--- src/rtl/line_stream_ctrl.sv ---
// Streams a row_length x col_length frame from memory into a line buffer,
// absorbing downstream stalls with a one-entry hold register and flagging 3x3 window origins.
module line_stream_ctrl #(
  parameter int WID_LINE  = 16,
  parameter int ADDR_FIFO = 9,
  parameter int ADDR_MEM  = 18
) (
  input  logic                 clk,
  input  logic                 rst,
  input  logic                 start,
  input  logic [ADDR_FIFO-1:0] row_length,
  input  logic [ADDR_FIFO-1:0] col_length,
  input  logic [ADDR_MEM-1:0]  base_addr,
  input  logic                 stall,
  output logic                 mem_rd_en,
  output logic [ADDR_MEM-1:0]  mem_addr,
  input  logic [WID_LINE-1:0]  mem_rd_data,
  output logic [WID_LINE-1:0]  lb_inp,
  output logic                 lb_shifting,
  output logic                 lb_reset,
  output logic                 win_valid,
  output logic [ADDR_FIFO-1:0] win_row,
  output logic [ADDR_FIFO-1:0] win_col,
  output logic                 busy,
  output logic                 done,
  output logic                 cfg_err
);

  // One extra bit so a frame of exactly 2^ADDR_MEM pixels still counts correctly.
  localparam int CNT_W  = ADDR_MEM + 1;
  localparam int PROD_W = 2 * ADDR_FIFO;

  typedef enum logic [1:0] {S_IDLE, S_CLEAR, S_STREAM, S_FLUSH} state_t;

  state_t               state_reg, state_next;
  logic                 cfg_err_reg, done_reg;
  logic [ADDR_FIFO-1:0] row_len_reg;
  logic [CNT_W-1:0]     total_reg, rd_left_reg, px_cnt_reg;
  logic [ADDR_MEM-1:0]  addr_reg;
  logic                 rd_pend_reg;
  logic                 hold_valid_reg;
  logic [WID_LINE-1:0]  hold_data_reg;
  logic [ADDR_FIFO-1:0] col_reg, row_reg;
  logic                 win_valid_reg, last_px_reg;
  logic [ADDR_FIFO-1:0] win_row_reg, win_col_reg;

  logic                 cfg_bad;
  logic [PROD_W-1:0]    frame_px;
  logic                 rd_fire;
  logic                 shift;

  always_comb begin
    cfg_bad  = (row_length < ADDR_FIFO'(3)) || (col_length < ADDR_FIFO'(3));
    frame_px = PROD_W'(row_length) * PROD_W'(col_length);
    // A pixel leaves either from the hold register or straight off the memory return.
    shift    = !stall && (hold_valid_reg || rd_pend_reg);
  end

  always_ff @(posedge clk or negedge rst) begin
    if (!rst) state_reg <= S_IDLE;
    else      state_reg <= state_next;
  end

  always_comb begin
    state_next = state_reg;
    case (state_reg)
      S_IDLE:   if (start && !cfg_bad) state_next = S_CLEAR;
      S_CLEAR:  state_next = S_STREAM;
      S_STREAM: if (rd_fire && rd_left_reg == CNT_W'(1)) state_next = S_FLUSH;
      S_FLUSH:  if (last_px_reg) state_next = S_IDLE;
      default:  state_next = S_IDLE;
    endcase
  end

  always_comb begin
    busy        = (state_reg != S_IDLE);
    lb_reset    = (state_reg == S_CLEAR);
    rd_fire     = (state_reg == S_STREAM) && !stall && !hold_valid_reg && (rd_left_reg != '0);
    mem_rd_en   = rd_fire;
    mem_addr    = rd_fire ? addr_reg : '0;
    lb_shifting = shift;
    lb_inp      = '0;
    if (shift) lb_inp = hold_valid_reg ? hold_data_reg : mem_rd_data;
  end

  always_ff @(posedge clk or negedge rst) begin
    if (!rst) begin
      cfg_err_reg    <= 1'b0;
      done_reg       <= 1'b0;
      row_len_reg    <= '0;
      total_reg      <= '0;
      rd_left_reg    <= '0;
      px_cnt_reg     <= '0;
      addr_reg       <= '0;
      rd_pend_reg    <= 1'b0;
      hold_valid_reg <= 1'b0;
      hold_data_reg  <= '0;
      col_reg        <= '0;
      row_reg        <= '0;
      win_valid_reg  <= 1'b0;
      last_px_reg    <= 1'b0;
      win_row_reg    <= '0;
      win_col_reg    <= '0;
    end else begin
      rd_pend_reg   <= rd_fire;
      done_reg      <= 1'b0;
      win_valid_reg <= 1'b0;
      last_px_reg   <= 1'b0;

      if (state_reg == S_IDLE && start) begin
        if (cfg_bad) begin
          cfg_err_reg <= 1'b1;
          done_reg    <= 1'b1;
        end else begin
          cfg_err_reg <= 1'b0;
          row_len_reg <= row_length;
          total_reg   <= CNT_W'(frame_px);
          rd_left_reg <= CNT_W'(frame_px);
          addr_reg    <= base_addr;
          px_cnt_reg  <= '0;
          col_reg     <= '0;
          row_reg     <= '0;
        end
      end

      if (rd_fire) begin
        addr_reg    <= addr_reg + ADDR_MEM'(1);
        rd_left_reg <= rd_left_reg - CNT_W'(1);
      end

      // At most one read is ever in flight, so the hold register never overflows.
      if (rd_pend_reg && stall) begin
        hold_valid_reg <= 1'b1;
        hold_data_reg  <= mem_rd_data;
      end else if (hold_valid_reg && !stall) begin
        hold_valid_reg <= 1'b0;
      end

      if (shift) begin
        px_cnt_reg  <= px_cnt_reg + CNT_W'(1);
        last_px_reg <= (px_cnt_reg == total_reg - CNT_W'(1));
        if (col_reg == row_len_reg - ADDR_FIFO'(1)) begin
          col_reg <= '0;
          row_reg <= row_reg + ADDR_FIFO'(1);
        end else begin
          col_reg <= col_reg + ADDR_FIFO'(1);
        end
        if (row_reg >= ADDR_FIFO'(2) && col_reg >= ADDR_FIFO'(2)) begin
          win_valid_reg <= 1'b1;
          win_row_reg   <= row_reg - ADDR_FIFO'(2);
          win_col_reg   <= col_reg - ADDR_FIFO'(2);
        end
      end

      // The final window strobe coincides with last_px_reg; done follows one cycle later.
      if (state_reg == S_FLUSH && last_px_reg) done_reg <= 1'b1;
    end
  end

  assign win_valid = win_valid_reg;
  assign win_row   = win_row_reg;
  assign win_col   = win_col_reg;
  assign done      = done_reg;
  assign cfg_err   = cfg_err_reg;

endmodule

--- config.mk ---
export PLATFORM = sky130hd
export DESIGN_NAME = line_stream_ctrl
export DESIGN_NICKNAME = d
export VERILOG_FILES = /design/src/rtl/line_stream_ctrl.sv
export SDC_FILE = /design/constraint.sdc
export NUM_CORES = 1
export LEC_CHECK = 0
export ABC_AREA = 1
export BUFFER_PORTS_ARGS = -buffer_cell sky130_fd_sc_hd__buf_2
export CAP_MARGIN = 20
export CORE_ASPECT_RATIO = 1.75
export CORE_MARGIN = 1.5
export CORE_UTILIZATION = 25
export CTS_CLUSTER_SIZE = 14
export DETAILED_ROUTE_END_ITERATION = 8
export PLACE_DENSITY = 0.37
export SYNTH_ARGS = -nofsm -noshare
export SYNTH_HDL_FRONTEND = slang
export SYNTH_SLANG_ARGS = --single-unit
export TNS_END_PERCENT = 1
--- constraint.sdc ---
create_clock -name clk -period 2.5 [get_ports clk]
set_input_delay 0.5 -clock clk [delete_from_list [all_inputs] [get_ports clk]]
set_output_delay 0.5 -clock clk [all_outputs]
set_load 0.005 [all_outputs]
==> flow_metrics.py, run 1 <==
metrics = {
    "status": {
        "outcome": "finished, violations left",
        "violations": "DRC, hold timing, setup timing",
    },
    "critical_path": {
        "critical_path_class": "primary input to flip-flop",
        "start_kind": "primary input",
        "worst_path_most_repeated_cell": "inv_2",
        "cp_max_fo": 8,
        "crit_required_ns": 2.82,
        "worst-endpoint-arrival_ns": 4.09,
        "slowest_stage": "fa_1",
        "crit_chain": "buf_12 -> nand2_4 -> inv_2 -> fa_1 -> inv_2 -> fa_1 -> inv_2 -> fa_1 -> inv_2 -> fa_1 -> inv_2 -> ha_4 -> nand2_4 -> inv_2 -> a21boi_4 -> xor2_2 -> buf_4 -> nand2_2 -> nand3_2 -> o21ai_2",
        "crit_path_max_incr_delay_ns": 0.54,
        "end_kind": "flip-flop",
    },
    "synthesis": {
        "syn-cell-area_um2": 11700,
        "syn_area_per_cell_um2": 7.23,
        "synth_edf_count": 0,
        "yosysWarnings": 0,
        "yosysSeqAreaShare_pct": 30.6,
        "synth.distinct_cells": 53,
        "yosys-top-cells-area": "dfrtp_1 31%, nand2_1 14%, inv_1 9.4%, fa_1 8.6%, ha_1 6.2%",
        "synth.net_count": 1779,
        "synth-seq-cells": 143,
        "async_flop_share_pct": 100,
        "yosysTopAreaCellShare_pct": 30.6,
        "synth.largest_area_cell": "dfrtp_1",
        "synthFlopType": "dfrtp_1",
        "syn_inst": 1615,
    },
    "cells_and_area": {
        "seq_area_um2": 3580,
        "syn_to_final_growth_pct": 26.7,
        "n_antenna_cell": 0,
        "multi_input_area_um2": 7150,
        "drive_gt1_share_pct": 21.5,
        "fillers": 5032,
        "fin_nets": 1961,
        "most-common-layout-cells": "431 x nand2_1, 273 x inv_1, 143 x dfrtp_1",
        "layout_commonest_cell": "nand2_1",
    },
    "cts": {
        "clock_path_buffers": 2,
        "path_clk_slew_ns": 0.07,
        "clockRootBuffer": "clkbuf_16",
        "clock_latency_ns": 0.44,
        "cts_tree": "done",
        "hold_buffers": 0,
        "numCtsBuffers": 17,
        "clock-sinks": 143,
        "htree_num_levels": 4,
    },
    "power": {
        "total_power_mw": 15.0,
        "p_leak_nw": 7.95,
        "powerDensity_nw_per_um2": 1010,
        "ir_worst_vdd_mv": 0.471,
    },
    "flow_run": {
        "drv_cap": 0,
    },
    "sta": {
        "fin_hold_ws_ns": -0.00967,
        "slew_headroom_pct": 64.2,
        "fin_skew_ns": 0.0123,
        "fmax_mhz": 266,
        "finalHoldViolations": 2,
        "setup_slack_ns": -1.26,
        "setup_violations": 27,
        "fin_tns_setup_ns": -27.63,
        "fin_crit_ns": 3.76,
        "fin_crit_sh_pct": 151,
        "drv_slew": 0,
        "tightestPinTransition_ns": 0.537,
        "rsz0062_at_grt": "yes",
    },
    "global_routing": {
        "antenna_found_initial": 0,
        "grt_max_degree": 50,
        "grt_pass1_wl_um": 58700,
        "grt_pass1_vias": 11100,
        "overflow": 0,
        "grt_usage_pct": 15.6,
    },
    "worst_hold_path": {
        "hold_path.class": "primary input to async pin",
    },
    "detailed_routing": {
        "drt_drc_violations_left": 13,
        "vias": 10500,
        "ant_nets": 0,
        "via_per_inst": 4.39,
        "routed_wl_um": 35500,
        "drt_iter0_drc": 460,
        "wl_per_cell_um": 14.8,
        "first_pass_iters": 7,
    },
    "floorplanning": {
        "core_area_um2": 46100,
        "ios": 115,
        "die_w_um": 166,
        "die_area_um2": 48100,
        "row_count": 104,
        "start_util_pct": 25.4,
        "dieHeight_um": 289,
    },
    "placement": {
        "dpl.hpwl_um": 28400,
        "gp_congestion": 0.806,
        "numPortBuffers": 114,
    },
}
-- metal layers --
| layer | GRT usage, % | vias up | routed length (µm) | share of wire (%) |
|---|---|---|---|---|
| li1 | - | 5363 | - | - |
| met1 | 16.0 | 4971 | 13200 | 37 |
| met2 | 31.6 | 141 | 20400 | 58 |
| met3 | 1.99 | 37 | 748 | 2.1 |
| met4 | 5.77 | 0 | 1070 | 3.0 |
| met5 | 0 | - | 0 | 0 |
-- repair_timing --
item / in CTS / in global routing
pin swaps: 29 / 35
gates resized for setup: 73 / 66
setup endpoints to repair: 47 / 47
buffers inserted: 0 / 4
-- cells in the mapped netlist, types with 2 or more instances --
cell      count
nand2_1     451
inv_1       291
dfrtp_1     143
nor2_1      126
nand3_1     102
o21ai_0      85
ha_1         58
xor2_1       52
fa_1         50
nand4_1      27
buf_2        26
a21oi_1      25
clkbuf_1     22
xnor2_1      21
o21ai_1      18
nor3_1       16
o211ai_1     10
nor2_2        9
o22ai_1       8
inv_2         7
buf_4         6
o221ai_1      6
buf_6         4
nand2_2       4
a21o_1        3
nand2_4       3
nand3_2       3
nand3b_1      3
xnor3_1       3
inv_4         2
nand3_4       2
nand4_2       2
nor2_4        2
nor3_2        2
nor3_4        2
o21bai_1      2
o32ai_1       2
or2_2         2
-- critical path, delay by kind of cell --
family | cells | cell delay [ns]
xor gates and xnor gates | 1 | 0.20
adders and majority gates | 5 | 2.38
AOI/OAI and AO/OA | 2 | 0.22
buffers and inverters | 8 | 0.53
and+or+nand+nor | 4 | 0.24
-- logic make-up after synthesis --
logic type               synth area share [%]
multiplexers                           0.0857
AND/OR/NAND/NOR                          27.9
adder cells (fa/ha/maj)                  14.8
XOR/XNOR                                 6.05
buffers and inverters                    12.3
flip-flops                               30.6
AO/OA/AOI/OAI                            8.23
-- power by group --
group | total (mW) | switching, mW | internal, mW
registers | 3.83 | 0.767 | 3.06
clock network | 2.56 | 1.15 | 1.41
logic | 8.62 | 4.93 | 3.69
total | 15.0 | 6.84 | 8.16
-- final timing paths --
| path | startpoint | endpoint | slack (ns) | cells past startpoint |
|---|---|---|---|---|
| min reg2reg | win_row[1]$_DFFE_PN0P_ | win_row[1]$_DFFE_PN0P_ | 0.48 | 2 |
| max in group asynchronous | rst | win_col[3]$_DFFE_PN0P_ | 1.78 | 2 |
| max | row_length[5] | rd_left_reg[10]$_DFFE_PN0P_ | -1.26 | 20 |
| min | rst | hold_data_reg[10]$_DFFE_PN0P_ | -0.01 | 1 |
| min in group clk | base_addr[5] | addr_reg[5]$_DFFE_PN0P_ | 0.28 | 3 |
| max reg2reg | total_reg[0]$_DFFE_PN0P_ | last_px_reg$_DFF_PN0_ | 0.36 | 9 |
-- metrics by stage --
stage / cell area [µm²] / utilization [%] / std cells / worst slack (ns)
2_1_floorplan: 11900 / - / 1615 / -1.38
3_3_place_gp: 13700 / 29.7 / 2357 / -2.05
3_5_place_dp: 13700 / 29.7 / 2357 / -2.01
4_1_cts: 14500 / 31.6 / 2389 / -1.25
5_1_grt: 14800 / 32.1 / 2393 / -1.41
6_report: 14800 / 32.1 / 2393 / -1.26
-- area by class of cell --
type                       count  share of cell area [%]
clock inverter                13                   0.879
multi-input combinational   1113                    48.3
tap                          583                    4.93
timing repair buffer         222                    11.1
clock buffer                  19                    2.99
inverter                     300                    7.64
sequential                   143                    24.2
No activity file was read; power rests on OpenSTA's default activity.
==> run 2, diff against run 1 <==
Settings changed: ABC_AREA 1 to 0, CTS_CLUSTER_SIZE 14 to default, PLACE_DENSITY 0.37 to 0.38.
==> flow_metrics.py, run 2 <==
metrics = {
    "status": {
        "outcome": "finished, violations left",
        "violations": "setup timing",
    },
    "flow_run": {
        "drv_cap": 0,
    },
    "placement": {
        "post-place-ws_ns": -2.27,
        "place_area_um2": 13500,
        "placed_cells": 2033,
        "gp_congestion": 0.778,
        "dpl.hpwl_um": 26500,
        "numPortBuffers": 114,
    },
    "floorplanning": {
        "dieHeight_um": 278,
        "ios": 115,
        "row_count": 100,
        "core_area_um2": 42500,
        "start_util_pct": 25.3,
        "die_area_um2": 44400,
        "die_w_um": 160,
    },
    "detailed_routing": {
        "via_per_inst": 4.59,
        "first_pass_iters": 4,
        "ant_nets": 0,
        "drt_drc_violations_left": 0,
        "drt_iter0_drc": 333,
        "routed_wl_um": 32900,
        "vias": 9468,
        "wl_per_cell_um": 15.9,
    },
    "cts": {
        "clock-sinks": 143,
        "clockRootBuffer": "clkbuf_16",
        "path_clk_slew_ns": 0.07,
        "clock_latency_ns": 0.44,
        "htree_num_levels": 4,
        "cts_tree": "done",
        "numCtsBuffers": 17,
        "clock_path_buffers": 2,
    },
    "sta": {
        "rsz0062_at_grt": "yes",
        "finalHoldViolations": 0,
        "setup_violations": 55,
        "fin_tns_setup_ns": -40.27,
        "fin_crit_ns": 4.17,
        "fin_crit_sh_pct": 167,
        "fin_hold_ws_ns": 0.289,
        "fin_skew_ns": 0.0107,
        "slew_headroom_pct": 63.9,
        "tightestPinTransition_ns": 0.536,
        "fmax_mhz": 240,
        "setup_slack_ns": -1.67,
        "drv_slew": 0,
    },
    "synthesis": {
        "yosysSeqAreaShare_pct": 33.2,
        "syn-cell-area_um2": 10800,
        "syn_area_per_cell_um2": 8.75,
        "yosys.cell_count.top_type": "nand2_1",
        "async_flop_share_pct": 100,
        "synthFlopType": "dfrtp_1",
        "synth.largest_area_cell": "dfrtp_1",
        "synth-seq-cells": 143,
        "synth.distinct_cells": 65,
        "synth.net_count": 1395,
        "synth_edf_count": 0,
        "synth_commonest_cells": "167 x nand2_1, 143 x dfrtp_1, 103 x inv_1",
        "syn_inst": 1231,
        "yosys-top-cells-area": "dfrtp_1 33%, fa_1 9.3%, ha_1 6.7%, nand2_1 5.8%, and2_1 4.0%",
        "yosysTopAreaCellShare_pct": 33.2,
        "yosysWarnings": 0,
    },
    "cells_and_area": {
        "n_antenna_cell": 0,
        "drive_gt1_share_pct": 31.1,
        "syn_to_final_growth_pct": 35.5,
        "final_cell_count_no_fill": 2064,
        "layout_commonest_cell": "buf_4",
        "fin_nets": 1656,
        "final_area_um2": 14600,
        "most-common-layout-cells": "181 x buf_4, 163 x nand2_1, 143 x dfrtp_1",
    },
    "critical_path": {
        "critPathTopFamily": "adder cells",
        "crit_end": "rd_left_reg[15]$_DFFE_PN0P_",
        "worst-endpoint-arrival_ns": 4.51,
        "critical_path_class": "primary input to flip-flop",
        "startpoint": "col_length[4]",
        "slowest_stage": "fa_1",
        "rr_worst_depth": 8,
        "rr_endpoint": "last_px_reg$_DFF_PN0_",
        "path_depth": 17,
        "crit_path_max_incr_delay_ns": 0.58,
        "worst_path_most_repeated_cell": "inv_2",
        "r2r-start": "total_reg[0]$_DFFE_PN0P_",
        "worst-path-buf-inv": 5,
        "crit_required_ns": 2.83,
        "cp_max_fo": 5,
        "r2r_slack_ns": -0.10,
        "crit_chain": "buf_8 -> and2_4 -> fa_1 -> inv_2 -> fa_1 -> inv_2 -> fa_1 -> inv_2 -> fa_2 -> inv_2 -> ha_4 -> nand4_1 -> a21boi_4 -> a211oi_4 -> xor2_2 -> o22ai_1 -> a31o_2",
        "end_kind": "flip-flop",
        "start_kind": "primary input",
    },
    "worst_hold_path": {
        "hold_path.class": "primary input to flip-flop",
    },
    "global_routing": {
        "grt_pass1_vias": 10200,
        "antenna_found_initial": 0,
        "overflow": 0,
        "grt_max_degree": 45,
        "grt_pass1_wl_um": 53900,
        "grt_usage_pct": 15.5,
    },
    "power": {
        "ir_worst_vdd_mv": 0.495,
        "powerDensity_nw_per_um2": 997,
        "p_leak_nw": 6.87,
    },
}
run 2: cell types whose count changed in the layout (fill, tap and decap cells not counted), moves of 36 or more:
cell / before / now
buf_4: 97 / 181
inv_1: 273 / 90
nand3_1: 93 / 36
nor2_1: 116 / 80
nand2_1: 431 / 163
and2_1: 1 / 55
run 2: worst reg2reg max path: stages, from the launching register on:
cell and delay (ns):
dfrtp_1 0.41, or4_1 0.56, nor2_2 0.15, xor2_1 0.10
or3_1 0.40, a2111oi_4 0.35, buf_4 0.17, nand4_1 0.09
nor4_2 0.28
run 2: stage by stage:
step           power [mW]  utilization, %
4_1_cts              14.6            33.7
3_5_place_dp         11.4            31.7
2_1_floorplan        7.96               -
3_3_place_gp         11.4            31.7
6_report             14.6            34.3
5_1_grt              15.8            34.3
run 2: worst min path at each step:
stage / start / to / slack, ns / depth (start not counted)
after floorplan: rst / addr_reg[0]$_DFFE_PN0P_ / 0.20 / 0
after global placement: win_col[1]$_DFFE_PN0P_ / win_col[1]$_DFFE_PN0P_ / 0.46 / 2
after detailed placement: win_col[1]$_DFFE_PN0P_ / win_col[1]$_DFFE_PN0P_ / 0.46 / 2
after CTS: base_addr[15] / addr_reg[15]$_DFFE_PN0P_ / 0.27 / 3
after global routing: base_addr[14] / addr_reg[14]$_DFFE_PN0P_ / 0.28 / 3
final: base_addr[15] / addr_reg[15]$_DFFE_PN0P_ / 0.29 / 3
run 2: layer usage:
| layer | global-route usage (%) | wire [µm] | up-vias |
|---|---|---|---|
| met5 | 0 | 0 | - |
| met4 | 4.79 | 483 | 0 |
| met3 | 2.09 | 458 | 25 |
| met2 | 32.2 | 19700 | 71 |
| met1 | 15.3 | 12200 | 4649 |
| li1 | - | - | 4723 |
run 2: repair_timing:
| item | CTS | global route |
|---|---|---|
| pin swaps | 34 | 28 |
| resized for setup | 59 | 61 |
| buffers inserted | 0 | 1 |
| endpoints found under the hold margin | 2 | 0 |
| hold buffers | 1 | 0 |
| setup endpoints to repair | 69 | 71 |
run 2: where the power goes:
part           leakage, nW  switching (mW)  internal, mW
registers             1.82           0.652          3.00
logic                 4.75            4.08          4.03
clock network        0.308            1.05          1.74
run 2: final cells by class:
cell class | count | area, µm²
fill | 4559 | 27900
tap | 561 | 702
sequential | 143 | 3580
multi-input combinational | 917 | 7040
timing repair buffer | 309 | 2250
clock inverter | 10 | 160
clock buffer | 20 | 467
inverter | 104 | 393
run 2: logic make-up (layout without fill, tap and decap cells):
logic type	count (synthesis)	in the layout	synth area share, %
multiplexers	50	50	4.98
XOR/XNOR	60	60	4.88
AO/OA/AOI/OAI	231	231	13.6
AND/OR/NAND/NOR	468	468	21.3
flip-flops	143	143	33.2
buffers and inverters	171	443	6.00
adder cells (fa/ha/maj)	108	108	16.0
